<file path="src/rtl/shot_pkg.sv">
// Shared types for the shot pool: coordinates, flight direction, slot state.
package shot_pkg;

  // Signed working coordinate, COORD_W+1 bits for the default COORD_W of 11.
  typedef logic signed [11:0] coord_t;
  typedef coord_t [1:0] xy_t;

  typedef enum logic [1:0] {
    STRAIGHT = 2'd0,
    LEFT     = 2'd1,
    RIGHT    = 2'd2
  } dir_t;

  typedef enum logic {
    IDLE   = 1'b0,
    FLYING = 1'b1
  } slot_state_t;

  // {left,right}: 10 -> LEFT, 01 -> RIGHT, 00/11 -> STRAIGHT
  function automatic dir_t decode_dir(input logic left, input logic right);
    case ({left, right})
      2'b10:   return LEFT;
      2'b01:   return RIGHT;
      default: return STRAIGHT;
    endcase
  endfunction

endpackage

</file>
<file path="src/rtl/shot_pool_ctrl_slot.sv">
// One shot slot: IDLE/FLYING state, coordinates, direction and damage bit.
module shot_slot
  import shot_pkg::*;
#(
  parameter int COORD_W   = 11,
  parameter int SPEED_Y   = 4,
  parameter int SPEED_X   = 2,
  parameter int SCREEN_W  = 640,
  parameter int SHOT_SIZE = 16
) (
  input  logic                    clk,
  input  logic                    reset,
  input  logic                    load,
  input  logic [1:0][COORD_W-1:0] load_xy,
  input  dir_t                    load_dir,
  input  logic                    load_high_damage,
  input  logic                    tick,
  input  logic                    collision,
  output logic                    o_active,
  output logic [1:0][COORD_W-1:0] o_xy,
  output logic                    o_high_damage
);

  localparam logic signed [COORD_W:0] L_SPEED_X = (COORD_W+1)'(SPEED_X);
  localparam logic signed [COORD_W:0] L_SPEED_Y = (COORD_W+1)'(SPEED_Y);
  localparam logic signed [COORD_W:0] L_X_MAX   = (COORD_W+1)'(SCREEN_W - SHOT_SIZE);

  slot_state_t               r_state;
  slot_state_t               w_state_next;
  logic [1:0][COORD_W-1:0]   r_xy;
  dir_t                      r_dir;
  logic                      r_high_damage;
  logic signed [COORD_W:0]   w_cur_x;
  logic signed [COORD_W:0]   w_cur_y;
  logic signed [COORD_W:0]   w_new_x;
  logic signed [COORD_W:0]   w_new_y;
  logic                      w_out_of_bounds;
  logic                      w_move;

  // Candidate next position and screen-exit test, in signed arithmetic
  always_comb begin
    w_cur_x = $signed({1'b0, r_xy[0]});
    w_cur_y = $signed({1'b0, r_xy[1]});
    w_new_y = w_cur_y - L_SPEED_Y;
    case (r_dir)
      LEFT:    w_new_x = w_cur_x - L_SPEED_X;
      RIGHT:   w_new_x = w_cur_x + L_SPEED_X;
      default: w_new_x = w_cur_x;
    endcase
    w_out_of_bounds = w_new_y[COORD_W] | w_new_x[COORD_W] | (w_new_x > L_X_MAX);
  end

  // State register
  always_ff @(posedge clk) begin
    if (reset) r_state <= IDLE;
    else       r_state <= w_state_next;
  end

  // Next state: collision beats movement; leaving the screen retires the shot
  always_comb begin
    w_state_next = r_state;
    case (r_state)
      IDLE:   if (load) w_state_next = FLYING;
      FLYING: if (collision || (tick && w_out_of_bounds)) w_state_next = IDLE;
      default: w_state_next = IDLE;
    endcase
  end

  // Outputs and move enable decoded from the registered state
  always_comb begin
    o_active      = (r_state == FLYING);
    o_xy          = r_xy;
    o_high_damage = r_high_damage;
    w_move        = (r_state == FLYING) && tick && !collision && !w_out_of_bounds;
  end

  // Coordinate/direction/damage registers; retired slots keep their last values
  always_ff @(posedge clk) begin
    if (reset) begin
      r_xy          <= '0;
      r_dir         <= STRAIGHT;
      r_high_damage <= 1'b0;
    end else if (load && r_state == IDLE) begin
      r_xy          <= load_xy;
      r_dir         <= load_dir;
      r_high_damage <= load_high_damage;
    end else if (w_move) begin
      r_xy[0] <= w_new_x[COORD_W-1:0];
      r_xy[1] <= w_new_y[COORD_W-1:0];
    end
  end

endmodule

</file>
<file path="src/rtl/shot_pool_ctrl.sv">
// Shot pool: lowest-free allocation, fire cooldown, fire_ack and live count.
module shot_pool_ctrl
  import shot_pkg::*;
#(
  parameter int NUM_SHOTS       = 8,
  parameter int COORD_W         = 11,
  parameter int SPEED_Y         = 4,
  parameter int SPEED_X         = 2,
  parameter int COOLDOWN_FRAMES = 6,
  parameter int SPAWN_OFFSET_X  = 8,
  parameter int SCREEN_W        = 640,
  parameter int SHOT_SIZE       = 16
) (
  input  logic                                  clk,
  input  logic                                  reset,
  input  logic                                  startOfFrame,
  input  logic                                  fire_req,
  input  logic                                  left,
  input  logic                                  right,
  input  logic                                  high_damage,
  input  logic [1:0][COORD_W-1:0]               player_xy,
  input  logic [NUM_SHOTS-1:0]                  collision,
  output logic                                  fire_ack,
  output logic [NUM_SHOTS-1:0]                  shots_active,
  output logic [NUM_SHOTS-1:0][1:0][COORD_W-1:0] shots_xy,
  output logic [NUM_SHOTS-1:0]                  shots_high_damage,
  output logic [$clog2(NUM_SHOTS+1)-1:0]        active_count,
  output logic                                  pool_full
);

  localparam int CNT_W = $clog2(NUM_SHOTS + 1);
  localparam int CD_W  = (COOLDOWN_FRAMES > 0) ? $clog2(COOLDOWN_FRAMES + 1) : 1;
  localparam logic [CD_W-1:0] L_COOLDOWN = CD_W'(COOLDOWN_FRAMES);

  logic [CD_W-1:0]         r_cooldown;
  logic                    r_fire_ack;
  logic [NUM_SHOTS-1:0]    w_active;
  logic [NUM_SHOTS-1:0]    w_free_onehot;
  logic [NUM_SHOTS-1:0]    w_load;
  logic                    w_any_free;
  logic                    w_accept;
  logic [1:0][COORD_W-1:0] w_spawn_xy;
  dir_t                    w_spawn_dir;
  logic [CNT_W-1:0]        w_count;

  // Lowest-index idle slot from the registered mask, and the accept decision
  always_comb begin
    w_free_onehot = '0;
    w_any_free    = 1'b0;
    for (int unsigned i = 0; i < NUM_SHOTS; i++) begin
      if (!w_active[i] && !w_any_free) begin
        w_free_onehot[i] = 1'b1;
        w_any_free       = 1'b1;
      end
    end
    w_accept      = fire_req && !reset && (r_cooldown == '0) && w_any_free;
    w_load        = w_accept ? w_free_onehot : '0;
    w_spawn_xy[0] = player_xy[0] + COORD_W'(SPAWN_OFFSET_X);
    w_spawn_xy[1] = player_xy[1];
    w_spawn_dir   = decode_dir(left, right);
  end

  // Cooldown: reload on accept (wins over a coincident frame), else count frames down
  always_ff @(posedge clk) begin
    if (reset)                                  r_cooldown <= '0;
    else if (w_accept)                          r_cooldown <= L_COOLDOWN;
    else if (startOfFrame && r_cooldown != '0)  r_cooldown <= r_cooldown - CD_W'(1);
  end

  // One-cycle acknowledge aligned with the slot becoming live
  always_ff @(posedge clk) begin
    if (reset) r_fire_ack <= 1'b0;
    else       r_fire_ack <= w_accept;
  end

  for (genvar g = 0; g < NUM_SHOTS; g++) begin : g_slot
    shot_slot #(
      .COORD_W   (COORD_W),
      .SPEED_Y   (SPEED_Y),
      .SPEED_X   (SPEED_X),
      .SCREEN_W  (SCREEN_W),
      .SHOT_SIZE (SHOT_SIZE)
    ) u_slot (
      .clk              (clk),
      .reset            (reset),
      .load             (w_load[g]),
      .load_xy          (w_spawn_xy),
      .load_dir         (w_spawn_dir),
      .load_high_damage (high_damage),
      .tick             (startOfFrame),
      .collision        (collision[g]),
      .o_active         (w_active[g]),
      .o_xy             (shots_xy[g]),
      .o_high_damage    (shots_high_damage[g])
    );
  end

  // Popcount of live slots
  always_comb begin
    w_count = '0;
    for (int unsigned i = 0; i < NUM_SHOTS; i++) begin
      w_count = w_count + CNT_W'(w_active[i]);
    end
  end

  assign shots_active = w_active;
  assign fire_ack     = r_fire_ack;
  assign active_count = w_count;
  assign pool_full    = &w_active;

endmodule

</file>
<file path="config.mk">
export PLATFORM = sky130hd
export DESIGN_NAME = shot_pool_ctrl
export DESIGN_NICKNAME = d
export VERILOG_FILES = /design/src/rtl/shot_pkg.sv /design/src/rtl/shot_pool_ctrl_slot.sv /design/src/rtl/shot_pool_ctrl.sv
export SDC_FILE = /design/constraint.sdc
export NUM_CORES = 1
export LEC_CHECK = 0
export CORE_MARGIN = 5
export CORE_UTILIZATION = 57
export CTS_CLUSTER_SIZE = 30
export DETAILED_ROUTE_END_ITERATION = 12
export GPL_TIMING_DRIVEN = 0
export PLACE_DENSITY = 0.92
export SETUP_SLACK_MARGIN = 0.15
export SLEW_MARGIN = 40
export SYNTH_ARGS = -nofsm -noshare
export SYNTH_HDL_FRONTEND = slang
export SYNTH_HIERARCHICAL = 1
export SYNTH_SLANG_ARGS = --single-unit
</file>
<file path="constraint.sdc">
create_clock -name clk -period 4.5 [get_ports clk]
set_input_delay 0.45 -clock clk [delete_from_list [all_inputs] [get_ports clk]]
set_output_delay 0.45 -clock clk [all_outputs]
set_load 0.01 [all_outputs]
</file>
# Word level (Yosys, flattened, before mapping)
# Index checks and enable logic that the tools add are counted.
[totals]
register_bits = 212
inputBits = 37
output_inout_bits = 198
elab_cells = 295
[op_classes]
add_sub_neg = 33
n_lt_le_gt_ge = 8
n_eq_ne = 18
muxes = 67
n_bitwise = 24
n_reduce_logical = 102
[ops]
columns = ["operator", "count"]
rows = [
  ["22-bit 2-to-1 mux", 16],
  ["12-bit one-hot mux with 2 select lines", 8],
  ["11-bit by 2-bit adder with 12-bit output (second input constant)", 8],
  ["12-bit by 11-bit > comparator with 1-bit output (second input constant)", 8],
  ["11-bit by 2-bit subtractor with 12-bit output (second input constant)", 8],
  ["11-bit by 3-bit subtractor with 12-bit output (second input constant)", 8],
  ["1-bit logical AND", 51],
  ["1-bit 2-to-1 mux", 31],
  ["1-bit logical NOT", 30],
  ["2-bit by 1-bit == test with 1-bit output (second input constant)", 9],
  ["2-bit == test (second input constant)", 9],
  ["2-bit nonzero test", 9],
  ["4-bit by 1-bit adder with 4-bit output", 4],
  ["1-bit bitwise OR", 16],
  ["1-bit one-hot mux with 2 select lines", 8],
  ["11-bit by 4-bit adder with 11-bit output (second input constant)", 1],
  ["1-bit logical OR", 8],
  ["8-bit 2-to-1 mux", 1],
  ["1-bit inverter", 8],
  ["8-bit AND reduction", 1],
  ["3-bit 2-to-1 mux", 2],
  ["3-bit by 1-bit adder with 4-bit output", 1],
  ["2-bit one-hot mux with 2 select lines", 1],
  ["2-bit by 1-bit adder with 3-bit output", 1],
  ["5 further kinds", 5],
]

# Logic depth before layout (Yosys ltp)
[depth]
depth_word = 25
ltp_mapped = 15
mapped_depth_nobuf = 12

# Modules after synthesis
# The synthesis kept the hierarchy.
[by_module_without_submodules]
columns = ["module", "instances", "cells_per_inst", "area_each_um2"]
rows = [
  ["shot_slot at g_slot[0].u_slot ...", 5, 263, 2001.9],
  ["shot_slot at g_slot[1].u_slot ...", 2, 272, 2102.0],
  ["shot_slot at g_slot[7].u_slot", 1, 268, 2109.5],
  ["shot_pool_ctrl", 1, 80, 675.6],
]

# Least setup slack after synthesis
# Ideal clock, no wire load.
[synth_timing]
path_type = "flip-flop to flip-flop"
start = "reg g_slot[7].u_slot.r_dir[0]"
end = "reg g_slot[7].u_slot.r_xy (netlist bit g_slot[7].u_slot/o_xy[17])"
t_arrival_ns = 3.522
required_time_ns = 4.409
path_slack_ns = 0.887
path_stages_with_launch = 13
path_buffers = 1
synth_period_minus_slack_ns = 3.613
cell_sequence = "dfxtp_1 > inv_1 > ha_1 > inv_1 > ha_1 > a211oi_2 > o21ai_2 > a311oi_1 > mux2_4 > or4_4 > buf_6 > or4_1 > a311oi_1"
[synth_via]
elab_chain_len = 7
word_cells_on_any_way = 9
classes_between = "order compare: 1; eq/ne: 2; mux: 1; bitwise: 2; reduce/logical: 3"
[synth_rtl]
columns = ["item", "line_no", "text"]
rows = [
  ["from (decl)", "shot_pool_ctrl_slot.sv:31", "dir_t r_dir;"],
  ["from (signal assigned)", "shot_pool_ctrl_slot.sv:85", "r_dir <= load_dir;"],
  ["2-bit == test / 2-bit by 1-bit == test with 1-bit output (equally long branches)", "shot_pool_ctrl_slot.sv:45", "case (r_dir)"],
  ["12-bit one-hot mux with 2 select lines (*)", "shot_pool_ctrl_slot.sv:45", ""],
  ["12-bit by 11-bit > comparator with 1-bit output / 1-bit bitwise OR (equally long branches)", "shot_pool_ctrl_slot.sv:50", "w_out_of_bounds = w_new_y[COORD_W] | w_new_x[COORD_W] | (w_new_x > L_X_MAX);"],
  ["1-bit bitwise OR (*)", "shot_pool_ctrl_slot.sv:50", ""],
  ["1-bit logical NOT (*)", "shot_pool_ctrl_slot.sv:74", "w_move = (r_state == FLYING) && tick && !collision && !w_out_of_bounds;"],
  ["1-bit logical AND (*)", "shot_pool_ctrl_slot.sv:74", ""],
  ["2-bit nonzero test (no source line) (*)", "--", ""],
  ["to (signal assigned)", "shot_pool_ctrl_slot.sv:84", "r_xy <= load_xy;"],
  ["to (decl)", "shot_pool_ctrl_slot.sv:30", "logic [1:0][COORD_W-1:0] r_xy;"],
]
# Mark *: on every way between the ends. The rest lies on a longest branch, timed or not.
# A chain may end at the register's enable or synchronous reset.

# Worst setup path in the final report
[layout_timing]
start = "reg g_slot[7].u_slot.r_dir[0]"
end = "reg g_slot[7].u_slot.r_xy (netlist bit g_slot[7].u_slot/o_xy[3])"
[layout_via]
elab_chain_len = 7
word_cells_on_any_way = 11
classes_between = "order compare: 1; eq/ne: 2; mux: 3; bitwise: 2; reduce/logical: 3"
[layout_rtl]
columns = ["item", "line_no"]
rows = [
  ["2-bit == test / 2-bit by 1-bit == test with 1-bit output (equally long branches)", "shot_pool_ctrl_slot.sv:45"],
  ["12-bit one-hot mux with 2 select lines (*)", "shot_pool_ctrl_slot.sv:45"],
  ["12-bit by 11-bit > comparator with 1-bit output / 1-bit bitwise OR (equally long branches)", "shot_pool_ctrl_slot.sv:50"],
  ["1-bit bitwise OR", "shot_pool_ctrl_slot.sv:50"],
  ["1-bit logical NOT", "shot_pool_ctrl_slot.sv:74"],
  ["1-bit logical AND", "shot_pool_ctrl_slot.sv:74"],
  ["2-bit nonzero test (no source line)", "--"],
]
# Mark *: on every way between the ends. The rest lies on a longest branch, timed or not. The select of a mux whose other input is x is not followed.

==> impl_metrics.json <==
{
  "outcome": "complete, no violations",
  "postPlaceCellArea_um2": 19940,
  "use_met2_pct": 55.25,
  "synth_top_area_share_pct": 24.97,
  "rr_startpoint": "g_slot[7].u_slot/r_dir[0]$_SDFFE_PP0P_",
  "power_mw": 5.020,
  "clock-root-buffer": "clkbuf_16",
  "synth_nets": 2361,
  "rows": 63,
  "cp_max_fo": 12,
  "synth_top_family_by_area": "compound AO/OA/AOI/OAI gates",
  "grt_pass1_vias": 18870,
  "fin_crit_ns": 4.163,
  "dp.cells": 2836,
  "overflow": 0,
  "critical_path.startpoint_type": "register",
  "p_leak_nw": 7.638,
  "yosys-top-cells-count": "dfxtp_1, nand2_1, a21oi_1",
  "grt_start_max_net_pins": 48,
  "die_area_um2": 33380,
  "clockBufferDepth": 3,
  "seq_area_frac_synth_pct": 24.97,
  "r2r-end": "g_slot[7].u_slot/o_xy[3]$_SDFFE_PP0P_",
  "required_ns": 4.90,
  "grt_setup_unrepaired": "no",
  "cts-htree-levels": 1,
  "min_period_over_period_pct": 92.52,
  "drc": 0,
  "finalNonFillerCells": 2882,
  "cp-end-kind": "register",
  "hp-start": "player_xy[15]",
  "syn_area_per_cell_um2": 7.702,
  "fin_util_pct": 70.10,
  "nets": 2627,
  "cts_buffers": 23,
  "whs_ns": 0.4485,
  "die_w_um": 182.7,
  "start_util_pct": 57.51,
  "synthXorXnorAreaFrac_pct": 1.752,
  "areaGrowthSynthToFinish_pct": 21.91,
  "use_met3_pct": 9.687,
  "grt-busiest-layer": "met2",
  "critical_path.cell_chain": "inv_1 -> ha_1 -> inv_1 -> ha_1 -> a211oi_2 -> o21ai_2 -> a221oi_1 -> nand4_1 -> a2111oi_4 -> buf_2 -> nor2_1 -> a311o_1",
  "worst_slack_ns": 0.3367,
  "place_hpwl_um": 46070,
  "wl_per_cell_um": 22.09,
  "worst_slew_pin_slew_ns": 0.9475,
  "ys_seq_elements": 212,
  "peakVddDrop_uv": 305.2,
  "power_density_nw_per_um2": 242.3,
  "synth-compound-area-share_pct": 29.11,
  "synth.area.top_cells": "dfxtp_1, ha_1, a21oi_1",
  "dr.pass1.iters": 10,
  "maxCapViolCount": 0,
  "vias": 19710,
  "core_area_um2": 29560,
  "grt_util_met1_pct": 45.32,
  "reg2reg_depth": 12,
  "skew_ns": 0.01569,
  "finalSetupViolCount": 0,
  "cts.hold.buffers_added": 0,
  "synth_cells": 2207,
  "grt_pass1_wl_um": 99040,
  "yosysTopAreaCell": "dfxtp_1",
  "tns_ns": 0,
  "worstSkewPairLatency_ns": 0.53,
  "whs_path_depth": 3,
  "track_usage_pct": 35.96,
  "critPathSlowestCell": "a2111oi_4",
  "r2r_setup_slack_ns": 0.34,
  "synthAdderAreaFrac_pct": 9.142,
  "synthSimpleGateAreaFrac_pct": 28.04,
  "gp_congestion": 0.9755,
  "ys.flop_type": "dfxtp_1",
  "drive_gt1_share_pct": 7.674,
  "syn_area_um2": 17000,
  "dieHeight_um": 182.7,
  "drv_slew": 0,
  "cts_tree": "built",
  "synth_edf_count": 0,
  "ys_warn_count": 6,
  "dr.first_iter.drc_count": 2524,
  "wirelength_um": 63660,
  "clkTransAtPathRegs_ns": 0.07,
  "async_flop_share_pct": 0,
  "port_buffers": 234,
  "antenna_found_initial": 1,
  "slowest_delay_ns": 0.66,
  "hold_path_class": "input pin to register",
  "max_slew_margin_pct": 36.64,
  "clock_sinks": 212,
  "final_antenna_net_count": 0,
  "synth_most_common_cell": "dfxtp_1",
  "pre_cts_slack_ns": 0.2116,
  "muxShareOfSynthArea_pct": 0.7508,
  "final_cell_area_um2": 20720,
  "yosysUniqueCellTypes": 98,
  "max_clock_freq_mhz": 240.2,
  "via_per_inst": 6.838,
  "worst_hold_path.endpoint": "g_slot[2].u_slot/o_xy[15]$_SDFFE_PP0P_",
  "cp.arrival_ns": 4.57,
  "critical_path_class": "register to register",
  "ioPinCount": 235,
  "finalHoldViolCount": 0
}
registers in the layout, summed over array words and instances (netlist names):
register and flops:
g_slot.u_slot/o_high_damage 8, r_cooldown 3, g_slot.u_slot/o_xy 176, fire_ack 1
g_slot.u_slot/o_active 8, g_slot.u_slot/r_dir 16
cell usage in the layout (no fill, tap or decap), types with 55 or more instances in the layout:
cell / count
a211oi_1: 55
a21oi_1: 162
clkbuf_1: 74
clkdlybuf4s50_1: 228
dfxtp_1: 209
ha_1: 105
inv_1: 100
nand2_1: 201
nand3_1: 74
nor2_1: 160
nor3_1: 70
o21ai_0: 120
o31ai_1: 61
or4_1: 64
worst max-delay path by stage:
stage          cells past startpoint                                    from                                      to  slack (ns)
6_report                          12  g_slot[7].u_slot/r_dir[0]$_SDFFE_PP0P_   g_slot[7].u_slot/o_xy[3]$_SDFFE_PP0P_        0.34
2_1_floorplan                     12  g_slot[7].u_slot/r_dir[0]$_SDFFE_PP0P_  g_slot[7].u_slot/o_xy[17]$_SDFFE_PP0P_        0.89
3_3_place_gp                       8                                   reset   g_slot[7].u_slot/o_xy[3]$_SDFFE_PP0P_       -0.18
5_1_grt                           12  g_slot[7].u_slot/r_dir[0]$_SDFFE_PP0P_   g_slot[7].u_slot/o_xy[3]$_SDFFE_PP0P_        0.17
3_5_place_dp                      11  g_slot[7].u_slot/r_dir[0]$_SDFFE_PP0P_   g_slot[7].u_slot/o_xy[7]$_SDFFE_PP0P_        0.21
4_1_cts                           11  g_slot[7].u_slot/r_dir[0]$_SDFFE_PP0P_   g_slot[7].u_slot/o_xy[7]$_SDFFE_PP0P_        0.18
logic make-up (layout without fill, tap and decap cells):
kind of cell	count (synthesis)	count (layout)
AOI/OAI and AO/OA	717	717
and+or+nand+nor	877	877
adders and majority gates	117	117
buffers and inverters	238	520
xor gates and xnor gates	34	34
other	0	3
muxes	12	12
DFF	212	212
final cells by class:
class | count | area (um2)
buffer | 131 | 659.4
fill | 2438 | 8837
clock buffer | 34 | 686.9
antenna | 3 | 7.507
clock inverter | 7 | 63.81
multi-input combinational | 1757 | 11770
inverter | 107 | 401.6
tap | 390 | 488.0
timing repair buffer | 241 | 2394
sequential | 212 | 4250
routing by layer:
metal | vias to the layer above | wire length [um]
met5 | - | 0
met4 | 0 | 4324
met3 | 338 | 8255
met2 | 1345 | 27320
met1 | 9132 | 23760
li1 | 8892 | -
worst max-delay path: cells and delay by family, from the launching register on:
kind / cells / cell delay [ns]
flip-flops: 1 / 0.33
adder cells (fa/ha/maj): 2 / 0.56
buffers and inverters: 3 / 0.71
AO/OA/AOI/OAI: 5 / 2.01
AND/OR/NAND/NOR: 2 / 0.44
report_power, final:
part | total [mW] | switching (mW) | leakage (nW) | internal, mW
combinational | 1.08 | 0.639 | 5.55 | 0.439
clock | 1.92 | 0.805 | 0.377 | 1.11
sequential | 2.03 | 0.0875 | 1.71 | 1.94
timing repair:
item / CTS / global route
pin swaps: 0 / 2
setup endpoints to repair: 2 / 3
setup buffers: 0 / 2
hold endpoints to repair: 0 / 0
resized for setup: 5 / 2
No activity file was read; power rests on OpenSTA's default activity.
